[config.mk]
export PLATFORM = sky130hd
export DESIGN_NAME = fetch_unit_flat
export DESIGN_NICKNAME = d
export VERILOG_FILES = /design/src/rtl/mips_pkg.sv /design/src/rtl/fetch_if.sv /design/src/rtl/fetch_unit_pc_reg.sv /design/src/rtl/fetch_unit.sv /design/src/flat_wrapper.sv
export SDC_FILE = /design/constraint.sdc
export NUM_CORES = 1
export LEC_CHECK = 0
export CAP_MARGIN = 0
export CORE_MARGIN = 2
export CORE_UTILIZATION = 30
export DETAILED_ROUTE_END_ITERATION = 10
export GPL_TIMING_DRIVEN = 1
export HOLD_SLACK_MARGIN = 0.1
export SETUP_SLACK_MARGIN = 0.15
export SYNTH_ARGS = -nofsm -noshare
export SYNTH_HDL_FRONTEND = slang
export SYNTH_HIERARCHICAL = 1
export SYNTH_SLANG_ARGS = --single-unit
[constraint.sdc]
create_clock -name clk -period 5.31 [get_ports clk]
set_input_delay 1.062 -clock clk [delete_from_list [all_inputs] [get_ports clk]]
set_output_delay 1.062 -clock clk [all_outputs]
set_load 0.005 [all_outputs]
[src/rtl/mips_pkg.sv]
// Shared fetch-stage constants, the IF/ID register layout and a word-alignment helper.
// No logic of its own; imported by the fetch interface, pc_reg and fetch_unit.
package mips_pkg;

  localparam int                WORD_W    = 32;
  localparam logic [WORD_W-1:0] PC_STEP   = 32'd4;
  localparam logic [WORD_W-1:0] NOP_INSTR = 32'h0000_0000;

  typedef struct packed {
    logic [WORD_W-1:0] instr;
    logic [WORD_W-1:0] pc_plus4;
    logic              valid;
  } if_id_t;

  localparam if_id_t IF_ID_BUBBLE = '{instr: NOP_INSTR, pc_plus4: '0, valid: 1'b0};

  function automatic logic [WORD_W-1:0] word_align(input logic [WORD_W-1:0] addr);
    return {addr[WORD_W-1:2], 2'b00};
  endfunction

endpackage

[src/rtl/fetch_if.sv]
// Fetch-stage bus: redirect/stall controls, instruction memory port and IF/ID outputs.
// jump_en/jump_target exist only when FETCH_JUMP_EN is defined.
interface fetch_if;
  import mips_pkg::*;

  logic              stall;
  logic              branch_taken;
  logic [WORD_W-1:0] branch_target;
`ifdef FETCH_JUMP_EN
  logic              jump_en;
  logic [WORD_W-1:0] jump_target;
`endif
  logic [WORD_W-1:0] imem_addr;
  logic [WORD_W-1:0] imem_instr;
  logic [WORD_W-1:0] if_id_instr;
  logic [WORD_W-1:0] if_id_pc_plus4;
  logic              if_id_valid;
  logic              pc_error;

  modport master (
`ifdef FETCH_JUMP_EN
    output jump_en, output jump_target,
`endif
    output stall, output branch_taken, output branch_target, output imem_instr,
    input  imem_addr, input if_id_instr, input if_id_pc_plus4, input if_id_valid,
    input  pc_error
  );

  modport slave (
`ifdef FETCH_JUMP_EN
    input  jump_en, input jump_target,
`endif
    input  stall, input branch_taken, input branch_target, input imem_instr,
    output imem_addr, output if_id_instr, output if_id_pc_plus4, output if_id_valid,
    output pc_error
  );

endinterface

[src/rtl/fetch_unit_pc_reg.sv]
// PC register and next-PC select: branch > jump (FETCH_JUMP_EN) > stall > halt > PC+4.
// PC updates every edge; fault flags a misaligned redirect or a next PC beyond instruction memory.
module pc_reg
  import mips_pkg::*;
#(
  parameter logic [WORD_W-1:0] RESET_PC   = 32'h0000_0000,
  parameter int                IMEM_WORDS = 64
) (
  input  logic              clk,
  input  logic              reset,
  input  logic              stall,
  input  logic              branch_taken,
  input  logic [WORD_W-1:0] branch_target,
`ifdef FETCH_JUMP_EN
  input  logic              jump_en,
  input  logic [WORD_W-1:0] jump_target,
`endif
  output logic [WORD_W-1:0] pc,
  output logic              redirect,
  output logic              halted,
  output logic              fault
);

  localparam logic [WORD_W-1:0] PC_LIMIT = WORD_W'(IMEM_WORDS * 4);

  logic [WORD_W-1:0] target;
  logic [WORD_W-1:0] pc_next;

  assign halted = (pc >= PC_LIMIT);

  always_comb begin
    redirect = 1'b0;
    target   = '0;
    pc_next  = pc;
    if (branch_taken) begin
      redirect = 1'b1;
      target   = branch_target;
    end
`ifdef FETCH_JUMP_EN
    else if (jump_en) begin
      redirect = 1'b1;
      target   = jump_target;
    end
`endif
    if (redirect)
      pc_next = word_align(target);
    else if (!stall && !halted)
      pc_next = pc + PC_STEP;
    // Flag on the edge that loads the bad PC, so pc_error rises together with it.
    fault = (redirect && (target[1:0] != 2'b00)) || (pc_next >= PC_LIMIT);
  end

  always_ff @(posedge clk or posedge reset) begin
    if (reset)
      pc <= RESET_PC;
    else
      pc <= pc_next;
  end

endmodule

[src/rtl/fetch_unit.sv]
// Instruction fetch stage: PC, IF/ID register and sticky pc_error; one edge from imem_addr to IF/ID.
// stall holds PC and IF/ID; a redirect overrides stall and loads a bubble. FETCH_JUMP_EN adds jumps.
module fetch_unit
  import mips_pkg::*;
#(
  parameter logic [WORD_W-1:0] RESET_PC   = 32'h0000_0000,
  parameter int                IMEM_WORDS = 64
) (
  input logic    clk,
  input logic    reset,
  fetch_if.slave bus
);

  logic [WORD_W-1:0] pc;
  logic              redirect;
  logic              halted;
  logic              fault;
  if_id_t            if_id_q;
  logic              pc_error_q;

  pc_reg #(
    .RESET_PC   (RESET_PC),
    .IMEM_WORDS (IMEM_WORDS)
  ) u_pc_reg (
    .clk           (clk),
    .reset         (reset),
    .stall         (bus.stall),
    .branch_taken  (bus.branch_taken),
    .branch_target (bus.branch_target),
`ifdef FETCH_JUMP_EN
    .jump_en       (bus.jump_en),
    .jump_target   (bus.jump_target),
`endif
    .pc            (pc),
    .redirect      (redirect),
    .halted        (halted),
    .fault         (fault)
  );

  always_ff @(posedge clk or posedge reset) begin
    if (reset) begin
      if_id_q    <= IF_ID_BUBBLE;
      pc_error_q <= 1'b0;
    end else begin
      if (redirect || (!bus.stall && halted))
        if_id_q <= IF_ID_BUBBLE;
      else if (!bus.stall)
        if_id_q <= '{instr: bus.imem_instr, pc_plus4: pc + PC_STEP, valid: 1'b1};
      if (fault)
        pc_error_q <= 1'b1;
    end
  end

  assign bus.imem_addr      = pc;
  assign bus.if_id_instr    = if_id_q.instr;
  assign bus.if_id_pc_plus4 = if_id_q.pc_plus4;
  assign bus.if_id_valid    = if_id_q.valid;
  assign bus.pc_error       = pc_error_q;

endmodule

[src/flat_wrapper.sv]
// flat-port wrapper written by rule: the top's interface ports become plain ports
module fetch_unit_flat import mips_pkg::*;
#(
  parameter logic [WORD_W-1:0] RESET_PC   = 32'h0000_0000,
  parameter int                IMEM_WORDS = 64
)
  (clk, reset, bus_stall, bus_branch_taken, bus_branch_target, bus_imem_instr, bus_imem_addr, bus_if_id_instr, bus_if_id_pc_plus4, bus_if_id_valid, bus_pc_error);
  fetch_if bus_i ();
  input logic clk;
  input logic reset;
  input wire logic [$bits(bus_i.stall)-1:0] bus_stall;
  input wire logic [$bits(bus_i.branch_taken)-1:0] bus_branch_taken;
  input wire logic [$bits(bus_i.branch_target)-1:0] bus_branch_target;
  input wire logic [$bits(bus_i.imem_instr)-1:0] bus_imem_instr;
  output wire logic [$bits(bus_i.imem_addr)-1:0] bus_imem_addr;
  output wire logic [$bits(bus_i.if_id_instr)-1:0] bus_if_id_instr;
  output wire logic [$bits(bus_i.if_id_pc_plus4)-1:0] bus_if_id_pc_plus4;
  output wire logic [$bits(bus_i.if_id_valid)-1:0] bus_if_id_valid;
  output wire logic [$bits(bus_i.pc_error)-1:0] bus_pc_error;
  assign bus_i.stall = bus_stall;
  assign bus_i.branch_taken = bus_branch_taken;
  assign bus_i.branch_target = bus_branch_target;
  assign bus_i.imem_instr = bus_imem_instr;
  assign bus_imem_addr = bus_i.imem_addr;
  assign bus_if_id_instr = bus_i.if_id_instr;
  assign bus_if_id_pc_plus4 = bus_i.if_id_pc_plus4;
  assign bus_if_id_valid = bus_i.if_id_valid;
  assign bus_pc_error = bus_i.pc_error;
  fetch_unit #(.RESET_PC(RESET_PC), .IMEM_WORDS(IMEM_WORDS)) u_core (.clk(clk), .reset(reset), .bus(bus_i));
endmodule
### Yosys cells after proc, flatten, opt, wreduce, memory -nomap -nowiden

Index checks and enable logic that the tools add are counted.

* bits in registers: 98
* input bits: 68
* memories: 0
* ROM bits: 0
* word-level logic and storage cells: 23
* RAM bits: 0
* bits in latches: 0

* bitwise operators: 0
* shifts and indexed selects: 0
* multipliers: 0
* $add $sub $neg: 1
* equal/unequal tests: 1
* reduce and logical (&&, ||, !) cells: 8
* mux-type cells: 6
* magnitude comparators: 2
* divide/modulo/power cells: 0

Operators with widths (number)
* 65-bit two-way mux: 2
* 32-bit two-way mux: 3
* 32-bit by 9-bit greater-or-equal comparator with 1-bit output, second input constant: 2
* 32-bit by 3-bit adder with 32-bit output, second input constant: 1
* 1-bit logical AND: 3
* 1-bit zero test: 2
* 1-bit logical OR: 2
* 2-bit by 1-bit != test with 1-bit output, second input constant: 1
* 2-bit nonzero test: 1
* 1-bit two-way mux: 1

### Longest topological paths before layout

* depth in word-level cells: 7
* gate-level depth with buffers: 10
* depth with buffers taken out: 8

### Modules after synthesis

Netlist, hierarchy kept.

Modules (own cells, without submodules)
* fetch_unit: cells an instance 288, instances 1, area each 3049.2 µm², seq. area each 1651.6 µm²
* pc_reg: cells an instance 129, instances 1, area each 1549.0 µm², seq. area each 800.8 µm²

### Least setup slack after synthesis

No wires, ideal clock.

* path type: input-to-reg
* start: input bus_branch_taken
* end: register u_core.pc_error_q (netlist: u_core/bus.pc_error)
* setup time: 0.127 ns
* arrival time: 2.580 ns
* buffers on the path: 1
* required time: 5.183 ns
* setup slack: 2.603 ns
* stages on the path: 6
* cells stage by stage: buf_6 -> mux2_2 -> nor4_2 -> nand4_1 -> or4b_1 -> or2_2

* cells in the longest elaborated chain, start to end: 4
* elaborated cells between the ends (all ways): 7

Ends and longest elaborated chain
* start, declared: line flat_wrapper.sv:12 `input wire logic [$bits(bus_i.branch_taken)-1:0] bus_branch_taken;`
* 32-bit two-way mux / 1-bit two-way mux (equally long branches): line fetch_unit_pc_reg.sv:35 `if (branch_taken) begin`
* 32-bit two-way mux (*): line fetch_unit_pc_reg.sv:45 `if (redirect)`
* net u_core.u_pc_reg.pc_next[17]: line fetch_unit_pc_reg.sv:27 `logic [WORD_W-1:0] pc_next;`
* 32-bit by 9-bit greater-or-equal comparator with 1-bit output (*): line fetch_unit_pc_reg.sv:50 `fault = (redirect && (target[1:0] != 2'b00)) || (pc_next >= PC_LIMIT);`
* 1-bit logical OR (*): line fetch_unit_pc_reg.sv:50
* net u_core.fault: line fetch_unit.sv:17 `logic fault;`
* end signal, assigned: line fetch_unit.sv:43 `pc_error_q <= 1'b0;`
* end signal, assigned: line fetch_unit.sv:50 `pc_error_q <= 1'b1;`
* end, declared: line fetch_unit.sv:19 `logic pc_error_q;`

Mark *: on every way through the listed nets, which the timed path passes. The rest lies on a longest branch.
A chain may end at the register's enable or synchronous reset.

### Final worst setup path

Same ends and word-level chain as after synthesis.

==> flow_metrics.py <==
metrics = {
    "outcome": {
        "outcome": "finished clean",
    },
    "sta": {
        "worst_pin_slew_ns": 1.014,
        "maxSlewViolCount": 0,
        "fin_skew_ns": 0.006619,
        "timing.setup.tns_ns": 0,
        "max-slew-margin-rel_pct": 32.43,
        "setup_viol": 0,
        "min_period_ns": 3.591,
        "fin_crit_sh_pct": 67.62,
        "rsz0062_at_grt": "false",
        "fin_hold_ws_ns": 0.4881,
        "fmax_mhz": 278.5,
        "hold_viol": 0,
    },
    "die": {
        "die_w_um": 127.8,
        "die_y_um": 127.8,
        "initial_core_util_pct": 30.47,
        "rows": 45,
        "die-area_mm2": 0.01633,
        "ios": 166,
        "coreArea_mm2": 0.01509,
    },
    "power": {
        "power_uw": 1659,
        "leakagePower_uw": 0.002744,
        "ir_worst_vdd_mv": 0.1501,
        "p_per_area_mw_per_mm2": 247.5,
    },
    "synth": {
        "syn-num-nets": 488,
        "synthFlopType": "dfrtp_1",
        "ys_ff_latch": 98,
        "yosysWarnings": 6,
        "synthXorXnorAreaFrac_pct": 2.095,
        "synthAdderAreaFrac_pct": 0.8163,
        "synth_top_family_by_area": "simple AND/OR/NAND/NOR gates",
        "synth_simple_gate_area_share_pct": 19.62,
        "synthCells": 417,
        "avgSynthCellArea_um2": 11.03,
        "synthArstFlopShare_pct": 100.0,
        "ys_types": 46,
        "synth_edf_count": 0,
        "synthMuxAreaShare_pct": 6.095,
        "ys_seq_area_share_pct": 53.33,
        "synth_area_mm2": 0.004598,
        "synth_compound_area_share_pct": 15.16,
    },
    "cts": {
        "cts_htree_levels": 3,
        "cts_buffers": 9,
        "cts_tree": "built",
        "cts_sinks": 98,
        "hold_buffers": 0,
        "cts.reportedPaths.clkPinSlew_ns": 0.06,
        "clock_latency_ns": 0.34,
        "cts_resized": 0,
        "root_buffer": "clkbuf_16",
        "postCtsSetupRepairBufs": 0,
        "ctsLongestPathBuffers": 2,
    },
    "global_routing": {
        "met1_usage_pct": 24.31,
        "grt_pass1_vias": 4069,
        "overflow": 0,
        "grt_pass1_wl_um": 22600,
        "grtUsageTotal_pct": 17.88,
        "use_met2_pct": 28.31,
        "busiest_layer": "met2",
        "use_met3_pct": 3.673,
        "grt_max_degree": 57,
        "antenna_found_initial": 0,
    },
    "worst_hold_path": {
        "hold_start": "u_core/bus.if_id_pc_plus4[10]",
        "min_path_type": "reg2reg",
    },
    "routing": {
        "drc_errors": 0,
        "vias": 4059,
        "routed_wl_um": 14450,
        "drt_iter0_markers": 299,
        "detail_route.wl_per_cell_um": 18.84,
        "drtPass1Iterations": 4,
        "antenna_left": 0,
        "via_per_inst": 5.292,
    },
    "finish": {
        "drive_above_1_share_pct": 10.02,
        "fin_nets": 646,
        "n_antenna_cell": 0,
        "fillers": 1452,
        "multi_input_comb_area_mm2": 0.002026,
        "ff_latch_area_mm2": 0.002452,
        "final_core_util_pct": 44.43,
        "syn2layout_area_growth_pct": 45.80,
    },
    "place": {
        "hpwl_um": 10390,
        "port_buffers": 165,
        "gp_congestion": 0.8744,
    },
    "worst_setup_path": {
        "required_ns": 5.53,
        "crit_fanout": 21,
        "path_class": "in2reg",
        "crit_buf_inv": 2,
        "cp_slowest_cell": "clkdlybuf4s50_1",
        "startpoint_type": "input pin",
        "crit_chain": "clkdlybuf4s50_1, buf_4, mux2_2, nor4_2, nand4_1, or4b_1, or2_2",
        "cp-end-kind": "flop",
        "cp.arrival_ns": 3.81,
        "cpLargestDelayFamily": "buffers and inverters",
        "r2r_start": "u_core/u_pc_reg/pc[20]",
        "crit_start": "bus_branch_taken",
        "slowest_delay_ns": 0.81,
    },
    "job": {
        "maxCapViolCount": 0,
    },
}
## worst reg2reg max path, stage by stage, from the launching register on
cell and delay [ns]:
dfrtp_1 0.49, nor4_2 0.49, and4_1 0.35, nand2_1 0.12
or3_1 0.81, or4_1 0.66, nand3_1 0.09
## per-stage QoR
stage          worst slack [ns]  area, um2  std cells
2_1_floorplan             2.593       4598        417
3_3_place_gp              1.423       6432        752
3_5_place_dp              1.359       6432        752
4_1_cts                   1.731       6704        767
5_1_grt                   1.563       6704        767
6_report                  1.719       6704        767
## synth_stat cells, drive strengths merged, types with 2 or more instances
| cell type | n | share of area [%] |
|---|---|---|
| dfrtp | 98 | 53 |
| nand2 | 36 | 2.9 |
| a22o | 35 | 6.7 |
| nand3 | 29 | 3.3 |
| mux2 | 24 | 5.9 |
| nor2 | 23 | 1.9 |
| clkbuf | 17 | 1.4 |
| nor4 | 16 | 3.3 |
| o21ai | 16 | 1.7 |
| nor3 | 12 | 1.3 |
| nand4 | 9 | 1.7 |
| a31oi | 8 | 1.1 |
| and4 | 8 | 1.5 |
| inv | 8 | 0.65 |
| and3 | 7 | 0.95 |
| a221o | 6 | 1.3 |
| buf | 6 | 0.84 |
| xnor2 | 6 | 1.1 |
| xor2 | 5 | 0.95 |
| a21oi | 4 | 0.44 |
| a32oi | 4 | 0.76 |
| nor2b | 4 | 0.54 |
| o211ai | 4 | 0.65 |
| or4 | 4 | 0.65 |
| a41oi | 3 | 0.57 |
| ha | 3 | 0.82 |
| o311ai | 3 | 0.57 |
| o31ai | 3 | 0.49 |
| or2 | 3 | 0.41 |
| a211o | 2 | 0.38 |
| a22oi | 2 | 0.33 |
| or3 | 2 | 0.27 |
| or4b | 2 | 0.44 |
## cell type report
cell class / count / share of cell area [%]
sequential: 98 / 36.58
multi-input combinational: 288 / 30.22
timing repair buffer: 170 / 25.20
clock buffer: 12 / 3.826
tap: 188 / 3.509
inverter: 8 / 0.4479
clock inverter: 3 / 0.2240
## routing by layer
metal  wire, um  up-vias
met5          0        -
met4        125        0
met3        840        7
met2       6975      131
li1           -     1904
met1       6508     2017
## cell usage in the layout, fill, tap and decap left out, types with 8 or more instances in the layout
cell type / Yosys / routed
mux2_2: 22 / 22
a22o_1: 35 / 35
nor4_1: 8 / 8
clkbuf_16: 0 / 9
dfrtp_1: 98 / 98
o21ai_0: 16 / 16
nand2_1: 36 / 36
nor3_1: 12 / 11
nand3_1: 28 / 28
nor4_2: 8 / 8
nor2_1: 23 / 23
and4_1: 8 / 8
a31oi_1: 8 / 8
clkdlybuf4s50_1: 0 / 165
## where the power goes
part           switching, uW  internal, uW  total, uW
Combinational           93.2           122        215
Sequential              65.3           769        834
Clock                    271           338        610
## kinds of logic (layout without fill, tap and decap cells)
group           Yosys count  after routing
mux                      25             25
xor+xnor                 11             11
buf+inv                  31            193
fa+ha+maj                 3              3
flops                    98             98
simple gates            158            158
compound gates           91             91
## final timing paths
| check | to | slack, ns | cells after the start |
|---|---|---|---|
| setup / recovery | u_core/bus.pc_error | 1.72 | 7 |
| max in group asynchronous | u_core/bus.if_id_pc_plus4[8] | 3.15 | 3 |
| setup reg to reg | u_core/bus.if_id_pc_plus4[18] | 2.24 | 6 |
| hold reg to reg | u_core/bus.if_id_pc_plus4[10] | 0.49 | 2 |
| min in group asynchronous | u_core/u_pc_reg/pc[27] | 1.18 | 3 |
| hold / removal | u_core/bus.if_id_pc_plus4[10] | 0.49 | 2 |
No activity file was read; power rests on OpenSTA's default activity.
